[config.mk]
export PLATFORM = sky130hd
export DESIGN_NAME = muldiv_issue_ctrl
export DESIGN_NICKNAME = d
export VERILOG_FILES = /design/src/rtl/muldiv_issue_ctrl.sv
export SDC_FILE = /design/constraint.sdc
export NUM_CORES = 1
export LEC_CHECK = 0
export CAP_MARGIN = 30
export CORE_MARGIN = 2
export CORE_UTILIZATION = 40
export DETAILED_ROUTE_END_ITERATION = 10
export PLACE_DENSITY = 0.82
export SLEW_MARGIN = 25
export SYNTH_ARGS = -nofsm -noshare
export SYNTH_HDL_FRONTEND = slang
export SYNTH_SLANG_ARGS = --single-unit
export TNS_END_PERCENT = 1
[constraint.sdc]
create_clock -name clk -period 1.6 [get_ports clk]
set_input_delay 0.16 -clock clk [delete_from_list [all_inputs] [get_ports clk]]
set_output_delay 0.16 -clock clk [all_outputs]
set_load 0.02 [all_outputs]
[src/rtl/muldiv_issue_ctrl.sv]
// rtl/muldiv_issue_ctrl.sv - issue/response controller for the multi-cycle mul/div unit
// Optional reuse of the last completed result is enabled by defining MULDIV_RESULT_REUSE_EN.
module muldiv_issue_ctrl #(
    parameter int TIMEOUT_CYCLES = 64,
    parameter int CNT_W          = 7
) (
    input  logic        clk,
    input  logic        rst,
    input  logic        req_valid,
    output logic        req_ready,
    input  logic [5:0]  req_alucode,
    input  logic [31:0] req_op1,
    input  logic [31:0] req_op2,
    input  logic [4:0]  req_rd,
    input  logic        flush,
    output logic        resp_valid,
    input  logic        resp_ready,
    output logic [31:0] resp_data,
    output logic [4:0]  resp_rd,
    output logic        busy,
    output logic        timeout_err,
    output logic        mdu_start,
    output logic [5:0]  mdu_alucode,
    output logic [31:0] mdu_op1,
    output logic [31:0] mdu_op2,
    input  logic [31:0] mdu_result,
    input  logic        mdu_done
);

    localparam logic [2:0] ST_IDLE  = 3'd0;
    localparam logic [2:0] ST_START = 3'd1;
    localparam logic [2:0] ST_WAIT  = 3'd2;
    localparam logic [2:0] ST_RESP  = 3'd3;
    localparam logic [2:0] ST_DRAIN = 3'd4;

    logic [2:0]       state;
    logic [CNT_W-1:0] wd_cnt;
    logic             wd_expire;
    logic             accept;

    assign wd_expire  = (wd_cnt == CNT_W'(TIMEOUT_CYCLES - 1));
    assign accept     = (state == ST_IDLE) && req_valid && !flush;

    assign req_ready  = (state == ST_IDLE);
    assign busy       = (state != ST_IDLE);
    assign resp_valid = (state == ST_RESP);
    assign mdu_start  = (state == ST_START);

`ifdef MULDIV_RESULT_REUSE_EN
    logic        reuse_vld;
    logic [5:0]  reuse_alucode;
    logic [31:0] reuse_op1;
    logic [31:0] reuse_op2;
    logic [31:0] reuse_result;
    logic        reuse_hit;

    assign reuse_hit = reuse_vld && (req_alucode == reuse_alucode)
                    && (req_op1 == reuse_op1) && (req_op2 == reuse_op2);

    always_ff @(posedge clk) begin
        if (rst) begin
            reuse_vld     <= 1'b0;
            reuse_alucode <= '0;
            reuse_op1     <= '0;
            reuse_op2     <= '0;
            reuse_result  <= '0;
        end else begin
            if (state == ST_WAIT && mdu_done && !flush) begin
                reuse_vld     <= 1'b1;
                reuse_alucode <= mdu_alucode;
                reuse_op1     <= mdu_op1;
                reuse_op2     <= mdu_op2;
                reuse_result  <= mdu_result;
            end
            if (flush || ((state == ST_WAIT || state == ST_DRAIN) && !mdu_done && wd_expire))
                reuse_vld <= 1'b0;
        end
    end
`endif

    always_ff @(posedge clk) begin
        if (rst) begin
            state       <= ST_IDLE;
            wd_cnt      <= '0;
            timeout_err <= 1'b0;
            mdu_alucode <= '0;
            mdu_op1     <= '0;
            mdu_op2     <= '0;
            resp_data   <= '0;
            resp_rd     <= '0;
        end else begin
            case (state)
                ST_IDLE: begin
                    if (accept) begin
                        mdu_alucode <= req_alucode;
                        mdu_op1     <= req_op1;
                        mdu_op2     <= req_op2;
                        resp_rd     <= req_rd;
`ifdef MULDIV_RESULT_REUSE_EN
                        if (reuse_hit) begin
                            resp_data <= reuse_result;
                            state     <= ST_RESP;
                        end else begin
                            state     <= ST_START;
                        end
`else
                        state <= ST_START;
`endif
                    end
                end
                // done is not trusted at this edge; it may still be the previous op's flag
                ST_START: begin
                    wd_cnt <= '0;
                    state  <= flush ? ST_DRAIN : ST_WAIT;
                end
                // operands stay frozen here: the unit reads them live every stage
                ST_WAIT, ST_DRAIN: begin
                    if (mdu_done) begin
                        wd_cnt <= '0;
                        if (state == ST_WAIT && !flush) begin
                            resp_data <= mdu_result;
                            state     <= ST_RESP;
                        end else begin
                            state <= ST_IDLE;
                        end
                    end else if (wd_expire) begin
                        timeout_err <= 1'b1;
                        wd_cnt      <= '0;
                        state       <= ST_IDLE;
                    end else begin
                        wd_cnt <= wd_cnt + 1'b1;
                        if (flush)
                            state <= ST_DRAIN;
                    end
                end
                ST_RESP: begin
                    if (flush || resp_ready)
                        state <= ST_IDLE;
                end
                default: state <= ST_IDLE;
            endcase
        end
    end

endmodule
## Word level (Yosys, flattened, before mapping)

Cells that the tools add are included.

| word-level totals | value |
|---|---|
| memories | 0 |
| latch bits | 0 |
| flip-flop bits (word level) | 118 |
| output and inout port bits | 112 |
| memory bits (writable) | 0 |
| bits of input ports | 113 |
| memory bits (read-only) | 0 |

| operators by class | value |
|---|---|
| bitwise operators | 1 |
| add/sub/neg operators | 1 |
| magnitude comparators | 0 |
| divide/modulo/power cells | 0 |
| reductions and logical operators | 13 |
| shifts and indexed selects | 0 |
| $mul | 0 |
| mux-type cells | 11 |
| eq/ne operators | 8 |

Operators by type and width:

| cell | count |
|---|---|
| $mux W3 | 6 |
| $mux W7 | 2 |
| $pmux W7 S2 | 1 |
| $pmux W3 S4 | 1 |
| $reduce_and A3 Y1 | 3 |
| $add A7 B1 Y7 const B | 1 |
| $eq A7 B6 Y1 const B | 1 |
| $eq A3 B2 Y1 const B | 2 |
| $ne A2 B1 Y1 const B | 2 |
| $ne A4 B4 Y1 const B | 1 |
| $eq A3 B1 Y1 const B | 1 |
| $eq A3 B3 Y1 const B | 1 |
| $logic_and A1 B1 Y1 | 3 |
| $logic_not A3 Y1 | 1 |
| $reduce_bool A3 Y1 | 1 |
| $mux W2 | 1 |
| $reduce_and A2 Y1 | 1 |
| $reduce_bool A2 Y1 | 1 |
| $reduce_or A2 Y1 | 1 |
| $logic_not A1 Y1 | 1 |
| $logic_or A1 B1 Y1 | 1 |
| $not A1 Y1 | 1 |

## Logic depth before layout (Yosys ltp)

Gate-level depths: netlist of the first run.

| logic depth | value |
|---|---|
| depth after elaboration | 5 |
| depth in mapped cells | 7 |
| gate-level depth less buffers | 5 |

## Worst setup path before layout of the first run

OpenSTA, ideal clock, no wires.

| timing | value |
|---|---|
| path kind | register to register |
| from | register state[0] |
| to | register mdu_op1[17] |
| setup time | 132 ps |
| path buffers | 3 |
| arrival | 1348 ps |
| cell stages (with the launch flop) | 8 |
| path slack | 120 ps |
| period minus slack after synthesis | 1480 ps |
| cells stage by stage | dfxtp_1 -> buf_6 -> nor3_4 -> nand3_1 -> buf_2 -> buf_2 -> nand2_1 -> a21oi_1 |

| between the ends | value |
|---|---|
| longest elaborated chain between the ends | 4 |

RTL lines:

| what | line | text |
|---|---|---|
| start, declared | 36 | `logic [2:0] state;` |
| start signal, assigned | 114 | `state <= flush ? ST_DRAIN : ST_WAIT;` |
| $logic_not A3 Y1 (*) | -- |  |
| named net req_ready | 10 | `output logic req_ready,` |
| $logic_and A1 B1 Y1 (2 in series) | 42 | `assign accept = (state == ST_IDLE) && req_valid && !flush;` |
| $reduce_and A2 Y1 (no line) (*) | -- |  |
| end signal, assigned | 96 | `mdu_op1 <= req_op1;` |
| end, declared | 24 | `output logic [31:0] mdu_op1,` |

Mark *: on every way through the listed nets, which the timed path passes. The rest lies on a longest branch.
A chain may end at the register's enable or synchronous reset.

## Worst setup path after layout of the first run

| timing | value |
|---|---|
| from | register state[2] |
| to | output port req_ready |

| between the ends | value |
|---|---|
| longest elaborated chain between the ends | 1 |

RTL lines:

| what | line | text |
|---|---|---|
| $logic_not A3 Y1 | 44 | `assign req_ready = (state == ST_IDLE);` |
| end, declared | 10 |  |

No other way between the ends.

==> metrics, run 1 <==
routed vias/inst=4.85; 1st-iter DRT viols=213; layout cells sized above 1=8.94%; Worst EP arrival=1.37 ns; DR WL/cell=14.0 um; area grow syn2layout=66.1%; HP Class=in2reg; max-cap viol count=0; clk_lat worst skew=0.51 ns; All-Layer GR Usage=21.6%; chip height=109 um; crit-path leading delay family=flip-flops; Mapped Area=0.00441 mm2; Final #Nets=884; WS Path Type=reg2out; sequential area share after synthesis=53.6%; Initial Util=40.9%; Max IR drop VDD=0.622 mV; global route hottest layer=met2; total core area=0.0108 mm2; endpoints failing setup=0; H-tree level count=4; Yosys cell types=39; Site Rows=38; final instance area=0.00732 mm2; number of antenna violations at the first check in global routing=0; Req. time, crit path=1.44 ns; post-route ant nets=0; crit end category=output port; Mapped Cells=546; status=complete, no violations; Final Skew=0.0103 ns; syn nets=660; setup TNS=0 ns; Fmax=653 MHz; Post-DP Area=0.00680 mm2; Slew @ Worst Pin=0.382 ns; crit path max fanout=4; met1 global-route usage=23.4%; dpl hpwl=9240 um; M3 GR Usage=7.95%; ratio of final minimum period to clock period=95.8%; full die area=0.0119 mm2; DRT Pass-1 Iters=4; Routed WL=12900 um; worst hold path startpoint=req_op1[13]; Hold Fails Final Rpt=0; Root Driver=clkbuf_8; Rel. slew slack=74.3%; CP Cell Sequence=nor3_4 > buf_4 > buf_2; met2 Use GR=37.4%; P_leak=3.16 nW; Worst Setup Start Kind=flip-flop; TritonCTS Buffers=17; clk slew on worst S/H paths=0.06 ns; DRC=0; global-route wire length before repair=20100 um; largest net degree at the start of global routing=59; gpl congestion=0.853; I/O Pins=225; total number of vias=4476; Synth Register Bits=118; Power Density=1160 mW/mm2; Die X=109 um; CTS max path bufs=2; Max Slew Vio Count=0; grt ovf=0; slowest stage delay, CP=0.34 ns; CP bufs+invs=2; Mean Syn Cell Area=8.08 um2; vias in the first global route=4317; CTS Sinks=118; CTS tree=done; Port Buffers=224; Synth warnings=0; Diodes inserted=0; worst setup path startpoint=state[2]$_SDFFE_PP0P_; R2R Path Start=wd_cnt[0]$_SDFFE_PP0P_; Max stage delay cell, worst path=dfxtp_1; Final Critical Period=1.53 ns
cell usage in the layout (no fill, tap or decap), drive strengths merged, types with 3 or more instances in the layout:
master and count:
o21ai 6, dlygate4sd2 108, nand3 4, and3 3, bufinv 4, xor2 3, nand2 218, clkinv 3
clkbuf 23, nor3 3, clkdlybuf4s50 111, a21oi 112, nor2 12, clkinvlp 3, buf 23, dfxtp 118
inv 4
repair_timing:
action / in CTS / in global routing
resized for setup: 124 / 7
setup endpoints to repair: 117 / 38
pin swaps: 1 / 1
setup buffers: 1 / 0
hold endpoints to repair: 2 / 0
hold buffers: 1 / 0
Yosys cell counts:
cell,n,area [um2]
o31a_1,1,8.76
or2_2,1,6.26
a2bb2oi_1,1,8.76
o21a_1,1,7.51
dfxtp_1,118,2360
nor3b_1,1,7.51
inv_1,4,15.0
a22oi_1,1,7.51
o21ai_1,1,5.00
a21oi_1,112,561
o221ai_1,1,8.76
buf_4,1,7.51
nand2_1,218,818
ha_1,1,12.5
o21ai_0,5,25.0
nor2_1,12,45.0
a31oi_1,2,12.5
xnor2_2,1,16.3
nor4bb_1,1,10.0
xor2_2,1,16.3
clkbuf_1,18,67.6
nand2b_1,2,12.5
nor3_1,2,10.0
o31ai_2,1,12.5
buf_6,12,135
o211ai_2,1,12.5
nor3_4,1,16.3
nand3_1,4,20.0
and3_1,3,18.8
and2_1,1,6.26
o211ai_1,1,7.51
and3b_1,1,8.76
nor4_1,1,6.26
a211oi_4,1,20.0
nand4_1,1,6.26
or3_1,1,6.26
xor2_1,2,17.5
nor4b_4,1,23.8
buf_2,8,40.0
stage by stage:
stage	total power, W	instances	utilization, %	setup WS, ns	hold WS [ns]
after floorplan	0.00393	546	-	0.120	0.296
after global placement	0.00464	889	63.0	-0.0522	0.427
after detailed placement	0.00467	889	63.0	-0.158	0.439
after CTS	0.00862	923	67.8	0.00509	0.166
after global routing	0.00886	923	67.9	-0.00131	0.181
final	0.00853	923	67.9	0.0677	0.196
metal layers:
metal	routed length [um]	vias to the layer above
met2	6470	163
met3	1070	24
met5	0	-
met1	5050	2060
li1	-	2229
met4	305	0
final timing paths:
kind	slack, ns	end	cells past startpoint
hold / removal	0.20	mdu_op1[13]$_SDFFE_PP0P_	3
setup / recovery	0.07	req_ready	3
setup reg to reg	0.09	state[0]$_SDFFE_PP0P_	5
hold reg to reg	0.45	mdu_op2[13]$_SDFFE_PP0P_	2
where the power goes:
part | switching, W | total (W) | leakage, nW | internal, W
Sequential | 0.0000808 | 0.00317 | 0.959 | 0.00309
Combinational | 0.000703 | 0.00134 | 1.90 | 0.000634
Clock | 0.00131 | 0.00401 | 0.304 | 0.00270
Total | 0.00210 | 0.00853 | 3.16 | 0.00643
area by class of cell:
cell class	instances	area (um2)
Fill cell	851	3470
Multi-Input combinational cell	385	1800
Tap cell	140	175
Timing Repair Buffer	244	2330
Clock inverter	10	169
Sequential cell	118	2360
Clock buffer	22	473
Inverter	4	15.0
state kept, by name, summed over array words and instances, names as in the netlist:
| signal | flops |
|---|---|
| mdu_alucode | 6 |
| mdu_op1 | 32 |
| mdu_op2 | 32 |
| resp_data | 32 |
| resp_rd | 5 |
| state | 3 |
| timeout_err | 1 |
| wd_cnt | 7 |
cells by family (layout without fill, tap and decap cells):
family                   Yosys count  in the layout  synth area share, %
flip-flops                       118            118                 53.6
adder cells (fa/ha/maj)            1              1                0.284
buffers and inverters             43            280                 6.02
AO/OA/AOI/OAI                    129            129                 15.8
AND/OR/NAND/NOR                  251            251                 23.2
XOR/XNOR                           4              4                 1.14
worst reg2reg max path: stages, from the launching register on:
cell       delay [ns]
dfxtp_1          0.33
ha_1             0.24
and3_1           0.25
a211oi_4         0.29
a2bb2oi_2        0.11
o21a_1           0.19
No activity file was read; power rests on OpenSTA's default activity.
==> run 2: changes to the inputs <==
--- a/config.mk
+++ b/config.mk
@@ -8,6 +8,7 @@
 export CAP_MARGIN = 30
 export CORE_MARGIN = 2
 export CORE_UTILIZATION = 40
+export CTS_CLUSTER_SIZE = 12
 export DETAILED_ROUTE_END_ITERATION = 10
 export PLACE_DENSITY = 0.82
 export SLEW_MARGIN = 25
==> results of run 2 <==
No change in the layout: final DEF, timing and power equal those of run 1.
